===== src/rtl/rotator_pipe_pkg.sv =====
// Shared definitions for the three-stage barrel rotator: default widths,
// direction encoding and the rotate-left helper used by every stage.
package rotator_pipe_pkg;

  localparam int DEF_WIDTH = 8;
  localparam int DEF_AMT_W = 3;

  typedef enum logic {
    DIR_LEFT  = 1'b0,
    DIR_RIGHT = 1'b1
  } dir_e;

  // Rotate toward the MSB: the top half of {data,data} shifted left is the rotation.
  function automatic logic [DEF_WIDTH-1:0] rotl(input logic [DEF_WIDTH-1:0] data,
                                                input logic [DEF_AMT_W-1:0] amt);
    logic [2*DEF_WIDTH-1:0] dbl;
    dbl = {data, data} << amt;
    return dbl[2*DEF_WIDTH-1 -: DEF_WIDTH];
  endfunction

endpackage


===== src/rtl/rotator_pipe_if.sv =====
// Operand/result handshake bundle for the rotator: valid/ready on the input
// side and on the output side, with the rotate controls carried alongside.
interface rotator_pipe_if #(
  parameter int WIDTH = rotator_pipe_pkg::DEF_WIDTH,
  parameter int AMT_W = rotator_pipe_pkg::DEF_AMT_W
);

  logic             in_valid;
  logic             in_ready;
  logic [WIDTH-1:0] in_data;
  logic [AMT_W-1:0] in_amt;
  logic             in_dir;

  logic             out_valid;
  logic             out_ready;
  logic [WIDTH-1:0] out_data;
  logic             out_dir;
  logic [AMT_W-1:0] out_amt;

  // The operand source / result consumer side.
  modport master (
    output in_valid, in_data, in_amt, in_dir, out_ready,
    input  in_ready, out_valid, out_data, out_dir, out_amt
  );

  // The rotator itself.
  modport slave (
    input  in_valid, in_data, in_amt, in_dir, out_ready,
    output in_ready, out_valid, out_data, out_dir, out_amt
  );

endinterface


===== src/rtl/rotator_pipe_reverse.sv =====
// Bit-reverse stage: bit i of rev is bit WIDTH-1-i of data. Purely combinational.
module rotator_pipe_reverse #(
  parameter int WIDTH = 8
) (
  input  logic [WIDTH-1:0] data,
  output logic [WIDTH-1:0] rev
);

  for (genvar i = 0; i < WIDTH; i++) begin : g_bit
    assign rev[i] = data[WIDTH-1-i];
  end

endmodule


===== src/rtl/rotator_pipe.sv =====
// Three-stage pipelined barrel rotator. Right rotates are done as
// reverse -> rotate left -> reverse; each stage handles one amount bit.
module rotator_pipe
  import rotator_pipe_pkg::*;
#(
  parameter int WIDTH = DEF_WIDTH,
  parameter int AMT_W = DEF_AMT_W
) (
  input logic          clk,
  input logic          rst,
  rotator_pipe_if.slave bus
);

  logic             v1, v2, v3;
  logic [WIDTH-1:0] d1, d2, d3;
  logic [AMT_W-1:0] a1, a2, a3;
  logic             r1, r2, r3;
  logic             en1, en2, en3;

  logic [WIDTH-1:0] pre_rev, pre_d;
  logic [WIDTH-1:0] s3_rot, post_rev, post_d;

  // An empty stage always loads, so bubbles collapse even while the output is stalled.
  assign en3 = !v3 || bus.out_ready;
  assign en2 = !v2 || en3;
  assign en1 = !v1 || en2;
  assign bus.in_ready = en1;

  rotator_pipe_reverse #(.WIDTH(WIDTH)) u_pre_rev (
    .data (bus.in_data),
    .rev  (pre_rev)
  );
  assign pre_d = (bus.in_dir == DIR_RIGHT) ? pre_rev : bus.in_data;

  assign s3_rot = rotl(d2, a2 & AMT_W'(1));

  rotator_pipe_reverse #(.WIDTH(WIDTH)) u_post_rev (
    .data (s3_rot),
    .rev  (post_rev)
  );
  assign post_d = (r2 == DIR_RIGHT) ? post_rev : s3_rot;

  // NOTE: every register here uses <= so all stages sample the pre-edge values
  // of their upstream stage; blocking assignments would let an item skip a stage.
  always_ff @(posedge clk or posedge rst) begin
    if (rst) begin
      // NOTE: the data/amt/dir registers are reset too, because the result
      // port must read 0 while the pipe is empty after reset.
      v1 <= 1'b0;
      v2 <= 1'b0;
      v3 <= 1'b0;
      d1 <= '0;
      d2 <= '0;
      d3 <= '0;
      a1 <= '0;
      a2 <= '0;
      a3 <= '0;
      r1 <= 1'b0;
      r2 <= 1'b0;
      r3 <= 1'b0;
    end else begin
      if (en1) begin
        v1 <= bus.in_valid;
        // Payload only moves with a valid item, so idle X on in_data stays out.
        if (bus.in_valid) begin
          d1 <= rotl(pre_d, bus.in_amt & AMT_W'(4));
          a1 <= bus.in_amt;
          r1 <= bus.in_dir;
        end
      end
      if (en2) begin
        v2 <= v1;
        if (v1) begin
          d2 <= rotl(d1, a1 & AMT_W'(2));
          a2 <= a1;
          r2 <= r1;
        end
      end
      if (en3) begin
        v3 <= v2;
        if (v2) begin
          d3 <= post_d;
          a3 <= a2;
          r3 <= r2;
        end
      end
    end
  end

  assign bus.out_valid = v3;
  assign bus.out_data  = d3;
  assign bus.out_amt   = a3;
  assign bus.out_dir   = r3;

endmodule


===== src/flat_wrapper.sv =====
// flat-port wrapper written by rule: the top's interface ports become plain ports
module rotator_pipe_flat import rotator_pipe_pkg::*;
#(
  parameter int WIDTH = DEF_WIDTH,
  parameter int AMT_W = DEF_AMT_W
)
  (clk, rst, bus_in_valid, bus_in_data, bus_in_amt, bus_in_dir, bus_out_ready, bus_in_ready, bus_out_valid, bus_out_data, bus_out_dir, bus_out_amt);
  rotator_pipe_if #(.WIDTH(WIDTH), .AMT_W(AMT_W)) bus_i ();
  input logic clk;
  input logic rst;
  input wire logic [$bits(bus_i.in_valid)-1:0] bus_in_valid;
  input wire logic [$bits(bus_i.in_data)-1:0] bus_in_data;
  input wire logic [$bits(bus_i.in_amt)-1:0] bus_in_amt;
  input wire logic [$bits(bus_i.in_dir)-1:0] bus_in_dir;
  input wire logic [$bits(bus_i.out_ready)-1:0] bus_out_ready;
  output wire logic [$bits(bus_i.in_ready)-1:0] bus_in_ready;
  output wire logic [$bits(bus_i.out_valid)-1:0] bus_out_valid;
  output wire logic [$bits(bus_i.out_data)-1:0] bus_out_data;
  output wire logic [$bits(bus_i.out_dir)-1:0] bus_out_dir;
  output wire logic [$bits(bus_i.out_amt)-1:0] bus_out_amt;
  assign bus_i.in_valid = bus_in_valid;
  assign bus_i.in_data = bus_in_data;
  assign bus_i.in_amt = bus_in_amt;
  assign bus_i.in_dir = bus_in_dir;
  assign bus_i.out_ready = bus_out_ready;
  assign bus_in_ready = bus_i.in_ready;
  assign bus_out_valid = bus_i.out_valid;
  assign bus_out_data = bus_i.out_data;
  assign bus_out_dir = bus_i.out_dir;
  assign bus_out_amt = bus_i.out_amt;
  rotator_pipe #(.WIDTH(WIDTH), .AMT_W(AMT_W)) u_core (.clk(clk), .rst(rst), .bus(bus_i));
endmodule

===== config.mk =====
export PLATFORM = sky130hd
export DESIGN_NAME = rotator_pipe_flat
export DESIGN_NICKNAME = d
export VERILOG_FILES = /design/src/rtl/rotator_pipe_pkg.sv /design/src/rtl/rotator_pipe_if.sv /design/src/rtl/rotator_pipe_reverse.sv /design/src/rtl/rotator_pipe.sv /design/src/flat_wrapper.sv
export SDC_FILE = /design/constraint.sdc
export NUM_CORES = 1
export LEC_CHECK = 0
export ABC_AREA = 0
export BUFFER_PORTS_ARGS = -buffer_cell sky130_fd_sc_hd__buf_4
export CAP_MARGIN = 20
export CORE_ASPECT_RATIO = 1.25
export CORE_MARGIN = 3
export CORE_UTILIZATION = 50
export DETAILED_ROUTE_END_ITERATION = 12
export PLACE_DENSITY = 0.82
export SYNTH_ARGS = -nofsm -noshare
export SYNTH_HDL_FRONTEND = slang
export SYNTH_SLANG_ARGS = --single-unit

===== constraint.sdc =====
create_clock -name clk -period 2.4 [get_ports clk]
set_input_delay 0.24 -clock clk [delete_from_list [all_inputs] [get_ports clk]]
set_output_delay 0.24 -clock clk [all_outputs]
set_load 0.005 [all_outputs]

# After elaboration in Yosys (flattened, before gate mapping)
# Cells that the tools add are included.
[classes]
n_shift = 3
mux = 2
reduce_logical = 9
[ops]
columns = ["op", "n"]
rows = [
  ["8-bit two-way mux", 2],
  ["16-bit by 1-bit left shift with 16-bit output", 1],
  ["16-bit by 2-bit left shift with 16-bit output", 1],
  ["16-bit by 3-bit left shift with 16-bit output", 1],
  ["2-bit AND reduction", 3],
  ["1-bit logical NOT", 3],
  ["1-bit logical OR", 3],
]
[totals]
ff_bits = 39
input_bits = 16
output_inout_bits = 14
wordCells = 26

# Longest topological paths before layout
[depth]
word_depth = 5
mapped_depth = 5
ltp_nobuf = 3

# By module
# A second synthesis with hierarchy kept.
[unflattened]
cells_unflattened = 161
area_unflattened_um2 = 2104.5
[modules_own_cells]
columns = ["mod", "instances", "cells_each", "area_per_inst_um2", "seq_area_each_um2"]
rows = [
  ["rotator_pipe", 1, 145, 1984.4, 975.9],
  ["rotator_pipe_reverse", 2, 8, 60.1, 0.0],
]

# Worst setup path after synthesis
# Ideal clock, no wire load.
[synth_path]
kind = "flip-flop to flip-flop"
from = "register u_core.v1"
to = "register u_core.a1[2]"
setup_time_ns = 0.125
arrival_ns = 1.214
required_ns = 2.275
setup_slack_ns = 1.061
stages_incl_launch_ff = 6
path_buffers = 2
synth_period_minus_slack_ns = 1.339
path_cell_list = "dfrtp_1 -> buf_4 -> nand4b_2 -> nand2_1 -> buf_4 -> mux2_2"
[synth_between]
elab_chain_cells = 3
[synth_rtl]
columns = ["element", "line_no", "rtl"]
rows = [
  ["start: declaration", "rotator_pipe.sv:14", "logic v1, v2, v3;"],
  ["start signal: assignment", "rotator_pipe.sv:63", "v1 <= bus.in_valid;"],
  ["1-bit logical NOT", "rotator_pipe.sv:26", "assign en1 = !v1 || en2;"],
  ["1-bit logical OR", "rotator_pipe.sv:26", ""],
  ["net bus_in_ready", "flat_wrapper.sv:16", "output wire logic [$bits(bus_i.in_ready)-1:0] bus_in_ready;"],
  ["2-bit AND reduction (no source line)", "n/a", ""],
  ["end signal: assignment", "rotator_pipe.sv:67", "a1 <= bus.in_amt;"],
  ["end: declaration", "rotator_pipe.sv:16", "logic [AMT_W-1:0] a1, a2, a3;"],
]
# The timed path passes the listed nets, and every way through them passes these cells.
# A chain may end at the register's enable or synchronous reset.

# Worst setup path after layout
[layout_path]
from = "register u_core.v1"
to = "register u_core.d1[6]"
[layout_between]
elab_chain_cells = 3
[layout_rtl]
columns = ["element", "line_no", "rtl"]
rows = [
  ["1-bit logical NOT", "rotator_pipe.sv:26", ""],
  ["1-bit logical OR", "rotator_pipe.sv:26", ""],
  ["2-bit AND reduction (no source line)", "n/a", ""],
  ["end signal: assignment", "rotator_pipe.sv:66", "d1 <= rotl(pre_d, bus.in_amt & AMT_W'(4));"],
  ["end: declaration", "rotator_pipe.sv:15", "logic [WIDTH-1:0] d1, d2, d3;"],
]
# No other way between the ends.

==> qor.csv <==
metric,value,unit
outcome,"complete, no violations",
r2r setup slk,0.63,ns
Core ar.,0.00363,sq mm
initial antenna violation count,0,
Worst Path Max Fanout,19,
Synth Register Bits,39,
GRT Total Usage,16.8,%
area of the mapped netlist,0.00195,sq mm
IO buf count,29,
share of cells above drive strength 1,49.4,%
GRT overflow,0,
clk sinks,39,
Max Cap Viol,0,
Switching Power,0.608,mW
largest net degree at the start of global routing,40,
peak supply drop,0.492,mV
Rel. slew slack,65.8,%
wire per inst,15.4,microns
fmax,0.565,GHz
CP Class,flop to flop,
CTS root buf,clkbuf_8,
P_leak,0.986,nW
cell count after synthesis,131,
post-synth top area cell,dfrtp_1,
IO Pins,30,
CTS H-tree depth,2,
"Cell Chain, Critical Path",nand4b_2 -> nand2_1 -> mux2_2,
Detail Placement HPWL,2.49,mm
Post-CTS Setup Bufs,0,
combinational power share,28.2,%
DIE AREA,0.00470,sq mm
Worst Path Arrival,1.94,ns
Area Overhead vs Synth,17.2,%
Max clock buf depth,2,
Synth top area share,50.0,%
Int Power,1.61,mW
site row count,24,
hold_buf cts,0,
first-pass GRT wire length,5.76,mm
crit end category,flop,
vias per cell,5.48,
count of different cell masters after synthesis,17,
Setup TNS Final,0,ns
CTS tree,yes,
fin crit period,1.77,ns
via count,1162,
nets@finish,175,
drt first pass iters,4,
"Avg Cell Area, Syn",14.9,sq um
top post-synthesis cells by area,"dfrtp_1 50%, mux2_2 16%, mux4_2 14%",
dpl cell area,0.00217,sq mm
Final Power,2.22,mW
Final ANT Viol Nets,0,
"CP delay by family, top",flip-flops,
"Non-Filler Cell Area, Final",0.00229,sq mm
die width,61.9,microns
pins over their slew limit,0,
Setup Viol. Count Final,0,
type of origin of the critical path,flop,
crit path buf inv count,0,
"Clk Latency, worst-skew pair",0.29,ns
skew final,0.00191,ns
sequential share of the synthesized area,50.0,%
"Hold Vio Cnt, Final",0,
syn_nets,147,
Worst R2R Path Depth,3,
Num CTS Buffers,5,
drt initial violations,27,
number of global-route vias before repair,1262,
Slew @ Worst Pin,0.512,ns
GPL Wtd Cong,0.777,
n_diodes,0,
Die Y,75.9,microns
Routed WL,3.26,mm
sequential share of power,46.6,%
CTS-repair resized insts,0,
pwr dens,969,mW/mm^2
switching part of the total power,27.4,%
CP max-delay cell,dfrtp_1,
clock share of power,25.2,%
RSZ-0062 raised after global routing,no,
Initial Util,53.8,%
Syn. warnings,0,
Critical Path Max Stage Delay,0.67,ns
crit share post-route,73.7,%
Critical Path RT,2.57,ns
worst min-delay path category,primary input to async pin,
number of DRC violations after detailed routing,0,
R2R Path Start,u_core.v1,
"Reg clk slew, reported paths",0.07,ns
worst reg2reg path endpoint,u_core.d1[6],
power by group through the flow:
stage	registers, mW	clock network (mW)	logic [mW]
finish	1.03	0.559	0.626
global route	1.07	0.591	0.702
CTS	1.04	0.575	0.638
detailed placement	1.05	0	0.636
global placement	1.03	0	0.612
floorplan	0.969	0	0.469
sequential cells by signal, summed over array words and instances (netlist names):
signal                count
u_core.d2                 8
u_core.bus.out_dir        1
u_core.bus.out_data       8
u_core.bus.out_valid      1
u_core.d1                 8
u_core.v2                 1
u_core.bus.out_amt        3
u_core.v1                 1
u_core.a1                 3
u_core.r1                 1
u_core.r2                 1
u_core.a2                 3
worst register-to-register path, stage by stage, from the launching register on:
cell	delay (ns)
dfrtp_1	0.67
nand4b_2	0.20
nand2_1	0.40
mux2_2	0.39
metrics by stage:
| step | std cells | hold slack, ns | utilization (%) | worst slack [ns] |
|---|---|---|---|---|
| 6_report | 212 | 0.0567 | 63.0 | 0.631 |
| 5_1_grt | 212 | 0.0955 | 63.0 | 0.470 |
| 4_1_cts | 212 | 0.0670 | 63.0 | 0.634 |
| 3_5_place_dp | 204 | 0.383 | 59.8 | 0.636 |
| 3_3_place_gp | 204 | 0.370 | 59.8 | 0.718 |
| 2_1_floorplan | 131 | 0.348 | - | 1.06 |
cells in the mapped netlist:
master	n
nand2_1	3
clkbuf_2	1
dfrtp_1	39
nand3b_1	1
a21oi_1	8
mux2_1	1
nand2b_1	4
a31oi_1	8
mux4_2	12
clkbuf_1	1
buf_4	2
mux2_2	27
buf_6	4
buf_2	2
nand4b_2	1
inv_1	1
mux2i_1	16
cells in the final DEF (no fill, tap or decap):
cell | synthesis | routed
dfrtp_1 | 39 | 39
buf_4 | 2 | 31
mux2_2 | 27 | 27
mux2i_1 | 16 | 16
mux4_2 | 12 | 12
a21oi_1 | 8 | 8
a31oi_1 | 8 | 8
clkbuf_8 | 0 | 6
nand2b_1 | 4 | 4
nand2_1 | 3 | 3
nand4b_2 | 1 | 1
nand3b_1 | 1 | 1
inv_1 | 1 | 1
mux2_1 | 1 | 1
bufinv_16 | 0 | 1
clkinv_2 | 0 | 1
kinds of logic after synthesis:
kind of cell | Yosys count | synth area share, %
compound gates | 16 | 4.61
buf+inv | 11 | 4.23
flops | 39 | 50.0
mux | 56 | 38.2
simple gates | 9 | 3.01
area by class of cell:
class | count | area, sq um
sequential | 39 | 976
tap | 52 | 65.1
clock buffer | 6 | 82.6
clock inverter | 2 | 35.0
inverter | 1 | 3.75
fill | 281 | 1340
timing repair buffer | 31 | 233
multi-input combinational | 81 | 895
worst max path at each step:
stage,to,depth (start not counted),startpoint,slack [ns]
after floorplan,u_core.a1[2],5,u_core.v1,1.06
after global placement,u_core.a1[2],3,u_core.v1,0.72
after detailed placement,u_core.d1[5],3,u_core.v1,0.64
after CTS,u_core.d1[5],3,u_core.v1,0.63
after global routing,u_core.d1[4],3,u_core.v1,0.47
final,u_core.d1[6],3,u_core.v1,0.63
layer usage:
layer | share of wire, % | track usage (%) | routed length [microns] | up-vias
met5 | 0 | 0 | 0 | -
met2 | 57 | 31.1 | 1850 | 26
li1 | - | - | - | 550
met3 | 3.4 | 4.58 | 110 | 4
met1 | 39 | 17.9 | 1260 | 582
met4 | 1.5 | 5.66 | 49 | 0
Note: power is estimated with default switching activity, not from simulation.
